$ cat src/rtl/fp_normalize_round.sv
// Post-add normalize/round stage of the single-precision adder: takes an aligned raw sum, normalizes it
// one bit per clock, rounds to nearest-even and emits a packed IEEE-754 result over valid/ready.
module fp_normalize_round #(
    parameter int EXP_W  = 8,
    parameter int FRAC_W = 23
) (
    input  logic                      clk,
    input  logic                      rst,
    input  logic                      in_valid,
    output logic                      in_ready,
    input  logic                      in_sign,
    input  logic [EXP_W-1:0]          in_exp,
    input  logic [FRAC_W+4:0]         in_sig,
    input  logic                      in_nan,
    input  logic                      in_inf,
    output logic                      out_valid,
    input  logic                      out_ready,
    output logic [EXP_W+FRAC_W:0]     result,
    output logic                      flag_ovf,
    output logic                      flag_unf,
    output logic                      flag_inx,
    output logic [1:0]                dbg_state
);

    localparam int SIG_W  = FRAC_W + 5;
    localparam int MANT_W = FRAC_W + 2;
    localparam int XW     = EXP_W + 2;
    localparam int RES_W  = EXP_W + FRAC_W + 1;
    localparam logic [XW-1:0] EXP_ONE = XW'(1);
    localparam logic [XW-1:0] EXP_MAX = XW'((1 << EXP_W) - 1);
    localparam logic [RES_W-1:0] QNAN =
        {1'b0, {EXP_W{1'b1}}, 1'b1, {(FRAC_W-1){1'b0}}};

    // Handshake rule on both sides: a transfer happens on a rising clk edge where valid and ready
    // are both high; a producer holds valid and its payload stable until that edge.
    typedef enum logic [1:0] {
        S_IDLE  = 2'd0,
        S_NORM  = 2'd1,
        S_ROUND = 2'd2,
        S_OUT   = 2'd3
    } state_t;

    state_t             state_q, state_d;
    logic               sign_q, sign_d;
    logic [XW-1:0]      exp_q, exp_d;
    logic [SIG_W-1:0]   sig_q, sig_d;
    logic               nan_q, nan_d;
    logic               inf_q, inf_d;
    logic [RES_W-1:0]   result_q, result_d;
    logic               ovf_q, ovf_d;
    logic               unf_q, unf_d;
    logic               inx_q, inx_d;

    // Rounding datapath, evaluated from the normalized registers while in ROUND
    logic               rnd_up;
    logic               rnd_inx;
    logic [MANT_W-1:0]  rnd_mant;
    logic               rnd_carry;
    logic               rnd_hidden;
    logic [FRAC_W-1:0]  rnd_frac;
    logic [XW-1:0]      rnd_exp;
    logic [EXP_W-1:0]   rnd_efield;
    logic               rnd_ovf;
    logic               rnd_zero;

    always_comb begin
        rnd_inx    = |sig_q[2:0];
        rnd_up     = sig_q[2] & (sig_q[1] | sig_q[0] | sig_q[3]);
        rnd_mant   = sig_q[SIG_W-1:3] + MANT_W'(rnd_up);
        rnd_carry  = rnd_mant[MANT_W-1];
        rnd_hidden = rnd_carry | rnd_mant[MANT_W-2];
        rnd_frac   = rnd_carry ? rnd_mant[MANT_W-2:1] : rnd_mant[FRAC_W-1:0];
        rnd_exp    = rnd_carry ? exp_q + EXP_ONE : exp_q;
        // A subnormal that rounds up into the hidden bit keeps exp 1, which is already the right field
        rnd_efield = rnd_hidden ? rnd_exp[EXP_W-1:0] : '0;
        rnd_ovf    = (rnd_exp >= EXP_MAX);
        rnd_zero   = (sig_q == '0);
    end

    always_ff @(posedge clk) begin
        if (rst) begin
            state_q  <= S_IDLE;
            sign_q   <= 1'b0;
            exp_q    <= '0;
            sig_q    <= '0;
            nan_q    <= 1'b0;
            inf_q    <= 1'b0;
            result_q <= '0;
            ovf_q    <= 1'b0;
            unf_q    <= 1'b0;
            inx_q    <= 1'b0;
        end else begin
            state_q  <= state_d;
            sign_q   <= sign_d;
            exp_q    <= exp_d;
            sig_q    <= sig_d;
            nan_q    <= nan_d;
            inf_q    <= inf_d;
            result_q <= result_d;
            ovf_q    <= ovf_d;
            unf_q    <= unf_d;
            inx_q    <= inx_d;
        end
    end

    always_comb begin
        state_d  = state_q;
        sign_d   = sign_q;
        exp_d    = exp_q;
        sig_d    = sig_q;
        nan_d    = nan_q;
        inf_d    = inf_q;
        result_d = result_q;
        ovf_d    = ovf_q;
        unf_d    = unf_q;
        inx_d    = inx_q;

        case (state_q)
            S_IDLE: begin
                if (in_valid) begin
                    sign_d  = in_sign;
                    exp_d   = (in_exp == '0) ? EXP_ONE : XW'(in_exp);
                    sig_d   = in_sig;
                    nan_d   = in_nan;
                    inf_d   = in_inf;
                    state_d = (in_nan | in_inf) ? S_ROUND : S_NORM;
                end
            end

            S_NORM: begin
                if (sig_q[SIG_W-1]) begin
                    // Carry out: fold the dropped bit into sticky
                    sig_d   = {1'b0, sig_q[SIG_W-1:2], sig_q[1] | sig_q[0]};
                    exp_d   = exp_q + EXP_ONE;
                    state_d = S_ROUND;
                end else if (rnd_zero || sig_q[SIG_W-2] || exp_q == EXP_ONE) begin
                    state_d = S_ROUND;
                end else begin
                    sig_d   = {sig_q[SIG_W-2:0], 1'b0};
                    exp_d   = exp_q - EXP_ONE;
                end
            end

            S_ROUND: begin
                ovf_d   = 1'b0;
                unf_d   = 1'b0;
                inx_d   = 1'b0;
                state_d = S_OUT;
                if (nan_q) begin
                    result_d = QNAN;
                end else if (inf_q) begin
                    result_d = {sign_q, {EXP_W{1'b1}}, {FRAC_W{1'b0}}};
                end else if (rnd_zero) begin
                    result_d = {sign_q, {(RES_W-1){1'b0}}};
                end else if (rnd_ovf) begin
                    result_d = {sign_q, {EXP_W{1'b1}}, {FRAC_W{1'b0}}};
                    ovf_d    = 1'b1;
                    inx_d    = 1'b1;
                end else begin
                    result_d = {sign_q, rnd_efield, rnd_frac};
                    inx_d    = rnd_inx;
                    unf_d    = rnd_inx & (rnd_efield == '0);
                end
            end

            S_OUT: begin
                if (out_ready) begin
                    state_d = S_IDLE;
                end
            end

            default: state_d = S_IDLE;
        endcase
    end

    assign in_ready  = (state_q == S_IDLE) & ~rst;
    assign out_valid = (state_q == S_OUT);
    assign result    = result_q;
    assign flag_ovf  = ovf_q;
    assign flag_unf  = unf_q;
    assign flag_inx  = inx_q;
    assign dbg_state = state_q;

endmodule

$ cat config.mk
export PLATFORM = sky130hd
export DESIGN_NAME = fp_normalize_round
export DESIGN_NICKNAME = d
export VERILOG_FILES = /design/src/rtl/fp_normalize_round.sv
export SDC_FILE = /design/constraint.sdc
export NUM_CORES = 1
export LEC_CHECK = 0
export ABC_AREA = 1
export CAP_MARGIN = 25
export CORE_MARGIN = 2
export CORE_UTILIZATION = 29
export DETAILED_ROUTE_END_ITERATION = 6
export SETUP_SLACK_MARGIN = 0.15
export SLEW_MARGIN = 20
export SYNTH_ARGS = -nofsm -noshare
export SYNTH_HDL_FRONTEND = slang
export SYNTH_SLANG_ARGS = --single-unit
$ cat constraint.sdc
create_clock -name clk -period 3 [get_ports clk]
set_input_delay 0.3 -clock clk [delete_from_list [all_inputs] [get_ports clk]]
set_output_delay 0.3 -clock clk [all_outputs]
set_load 0.005 [all_outputs]
==> impl_metrics.json <==
{
  "fin_worst_skew_ns": 0.00789,
  "final-hold-violation-count": 0,
  "powerDensity_mw_per_mm2": 919,
  "report.final.setup_viol": 0,
  "cts_max_level": 3,
  "total_routing_usage_gr_pct": 16.3,
  "avg_wl_per_cell_um": 14.4,
  "worstSkewPairLatency_ns": 0.34,
  "clock_power_share_pct": 19.0,
  "via_count": 5514,
  "period_minus_slack_ns": 2.63,
  "synthCells": 818,
  "place.port_buffers": 81,
  "antenna_found_initial": 0,
  "floorplan.io_pins": 82,
  "syn-cell-area_mm2": 0.00528,
  "reg2reg_setup_slack_ns": 0.37,
  "r2r_start": "sig_q[3]",
  "cts-root-buf": "sky130_fd_sc_hd__clkbuf_16",
  "dr.pass1.iters": 6,
  "outcome": "finished clean",
  "end_point_of_the_critical_path": "result[17]",
  "yosysSeqAreaShare_pct": 29.6,
  "arrival_ns": 2.83,
  "worst-slew-pin-transition_ns": 0.612,
  "critical_path.endpoint_type": "flip-flop",
  "drv.max_cap_violation_count": 0,
  "drtAntennaViolNets": 0,
  "die-width_um": 139,
  "core_area_mm2": 0.0179,
  "die-area_mm2": 0.0193,
  "effective_utilization_at_floorplan_pct": 29.5,
  "p_int_mw": 3.29,
  "rsz0062_at_grt": "false",
  "rows": 49,
  "ys_ff_latch": 78,
  "switching_share_pct": 46.0,
  "power.share.sequential_pct": 29.4,
  "critical_path.startpoint_type": "flip-flop",
  "timing.final.ws_setup_ns": 0.371,
  "crit_fanout": 23,
  "final_core_util_pct": 37.0,
  "launching_instance_or_port_of_the_critical_path": "sig_q[3]",
  "totalNegativeSetupSlack_ns": 0,
  "final-max-slew-violation-count": 0,
  "total_switching_power_mw": 2.79,
  "remaining_drc_errors": 0,
  "clock_tree.buffer_depth": 2,
  "achievable-frequency_ghz": 0.380,
  "cts_buffers": 9,
  "irDropWorstVdd_v": 0.000291,
  "numClockSinks": 78,
  "gp_congestion": 0.904,
  "p_comb_share_pct": 51.6,
  "worstHoldPathType": "primary input to flip-flop",
  "final_min_period_over_clock_period_pct": 87.6,
  "post_drt_via_cell_ratio": 4.94,
  "tritoncts": "built",
  "drt_iter0_markers": 377,
  "syn2layout_area_growth_pct": 25.5,
  "number_of_antenna_cells_inserted": 0,
  "via_count_of_the_first_global_routing_pass": 4990,
  "drt-total-wl_mm": 16.1,
  "ys.warnings.count": 0,
  "commonest_non_fill_non_tap_cells_in_the_layout": "sky130_fd_sc_hd__nand2_1 (210), sky130_fd_sc_hd__o21ai_0 (88), sky130_fd_sc_hd__a21oi_1 (81)",
  "final_net_count": 936,
  "critical_path_class": "flip-flop to flip-flop",
  "syn_area_per_cell_um2": 6.45,
  "drive_above_1_share_pct": 6.98,
  "synth_fp_nets": 870,
  "synth_cell_type_count": 43,
  "critPathRequiredTime_ns": 3.20,
  "clkTransAtPathRegs_ns": 0.06,
  "global_route_wire_length_before_repair_mm": 25.9,
  "hpwl_dp_mm": 12.1,
  "timing.slew.headroom_pct": 59.2,
  "largest_net_degree_at_the_start_of_global_routing": 59,
  "dp_worst_setup_slack_ns": 0.274,
  "power_leakage_nw": 2.67,
  "crit-reg2reg-capture": "result[17]",
  "grt_remaining_overflow": 0,
  "die_height_um": 139,
  "ff2ff_path_depth": 15,
  "postCtsSetupRepairBufs": 0,
  "mostFrequentLayoutCell": "sky130_fd_sc_hd__nand2_1"
}
## Yosys cell counts (all sizes together)
cell | count | share of area, %
nand2 | 218 | 16
nor3b | 1 | 0.14
a21oi | 81 | 7.7
buf | 20 | 2.6
a221oi | 1 | 0.17
mux2i | 1 | 0.19
a22oi | 1 | 0.14
and3 | 1 | 0.12
nand3 | 72 | 8.1
inv | 64 | 4.6
nor3 | 7 | 0.76
clkinv | 2 | 0.14
o21bai | 1 | 0.14
dfxtp | 78 | 30
o311ai | 1 | 0.17
xor2 | 28 | 4.6
o22ai | 4 | 0.47
ha | 9 | 2.1
a31oi | 2 | 0.24
o21ai | 88 | 8.3
clkbuf | 22 | 1.6
or2 | 3 | 0.36
o211ai | 2 | 0.28
nand3b | 6 | 0.85
a211oi | 3 | 0.43
a221o | 1 | 0.19
nand4 | 29 | 3.7
nor2 | 65 | 5.1
nor4 | 6 | 0.71
o211a | 1 | 0.19
## stage by stage
stage | hold slack (ns) | std cells | area (um^2) | total power [mW]
final | 0.327 | 1117 | 6620 | 6.08
after global routing | 0.316 | 1117 | 6620 | 6.62
after CTS | 0.308 | 1116 | 6600 | 6.09
after detailed placement | 0.456 | 1101 | 6290 | 4.91
after global placement | 0.455 | 1100 | 6280 | 4.90
after floorplan | 0.439 | 818 | 5280 | 3.90
## repair_timing
| action | 4_1_cts | 5_1_grt |
|---|---|---|
| setup endpoints to repair | 0 | 27 |
| hold buffers | 0 | 0 |
| gates resized for setup | 0 | 2 |
## flip-flops by register name, indices dropped and copies added, names as in the netlist
signal / cells
flag_inx: 1
exp_q: 10
sig_q: 28
inf_q: 1
nan_q: 1
sign_q: 1
flag_ovf: 1
dbg_state: 2
result: 32
flag_unf: 1
## worst min-delay path by stage
| stage | start | endpoint | slack [ns] | cells after the start |
|---|---|---|---|---|
| finish | rst | exp_q[4] | 0.33 | 2 |
| global route | rst | exp_q[3] | 0.32 | 2 |
| CTS | rst | exp_q[4] | 0.31 | 2 |
| detailed placement | result[4] | result[4] | 0.46 | 2 |
| global placement | flag_ovf | flag_ovf | 0.45 | 2 |
| floorplan | sign_q | result[31] | 0.44 | 2 |
## cell families (layout without fill, tap and decap cells)
family / count (synthesis) / after routing / share of synthesized area (%)
flops: 78 / 78 / 29.6
simple gates: 408 / 409 / 36.0
fa+ha+maj: 9 / 9 / 2.13
compound gates: 186 / 186 / 18.5
mux: 1 / 1 / 0.190
buf+inv: 108 / 177 / 8.94
xor+xnor: 28 / 28 / 4.65
## layer usage
| layer | routed length (um) | part of all wire [%] | track usage, % |
|---|---|---|---|
| met2 | 7220 | 45 | 25.8 |
| met4 | 149 | 0.93 | 3.40 |
| met1 | 7880 | 49 | 22.9 |
| met5 | 0 | 0 | 0 |
| met3 | 808 | 5.0 | 3.38 |
## area by class of cell
cell class	instances	area, um^2
Fill cell	1976	11300
Clock inverter	4	72.6
Timing Repair Buffer	96	951
Multi-Input combinational cell	633	3260
Sequential cell	78	1560
Tap cell	229	287
Clock buffer	11	233
Inverter	66	250
## power groups by stage
stage / clock (mW) / combinational, mW / sequential, mW
5_1_grt: 1.23 / 3.54 / 1.84
4_1_cts: 1.18 / 3.13 / 1.78
3_3_place_gp: 0 / 3.09 / 1.81
2_1_floorplan: 0 / 2.21 / 1.68
6_report: 1.16 / 3.13 / 1.79
3_5_place_dp: 0 / 3.11 / 1.80
## critical path: stages, from the launching register on
cell and delay [ns]:
sky130_fd_sc_hd__dfxtp_1 0.37, sky130_fd_sc_hd__nand2_1 0.13, sky130_fd_sc_hd__inv_1 0.08, sky130_fd_sc_hd__ha_1 0.19
sky130_fd_sc_hd__nand3_2 0.16, sky130_fd_sc_hd__nor2_4 0.22, sky130_fd_sc_hd__nand3_4 0.21, sky130_fd_sc_hd__nand2_8 0.18
sky130_fd_sc_hd__nand2_1 0.06, sky130_fd_sc_hd__nand2_1 0.09, sky130_fd_sc_hd__nand2_1 0.07, sky130_fd_sc_hd__nor2_1 0.20
sky130_fd_sc_hd__nand2_4 0.16, sky130_fd_sc_hd__buf_12 0.19, sky130_fd_sc_hd__nand3_1 0.12, sky130_fd_sc_hd__a21oi_1 0.07
(Power assumes the default switching activity.)
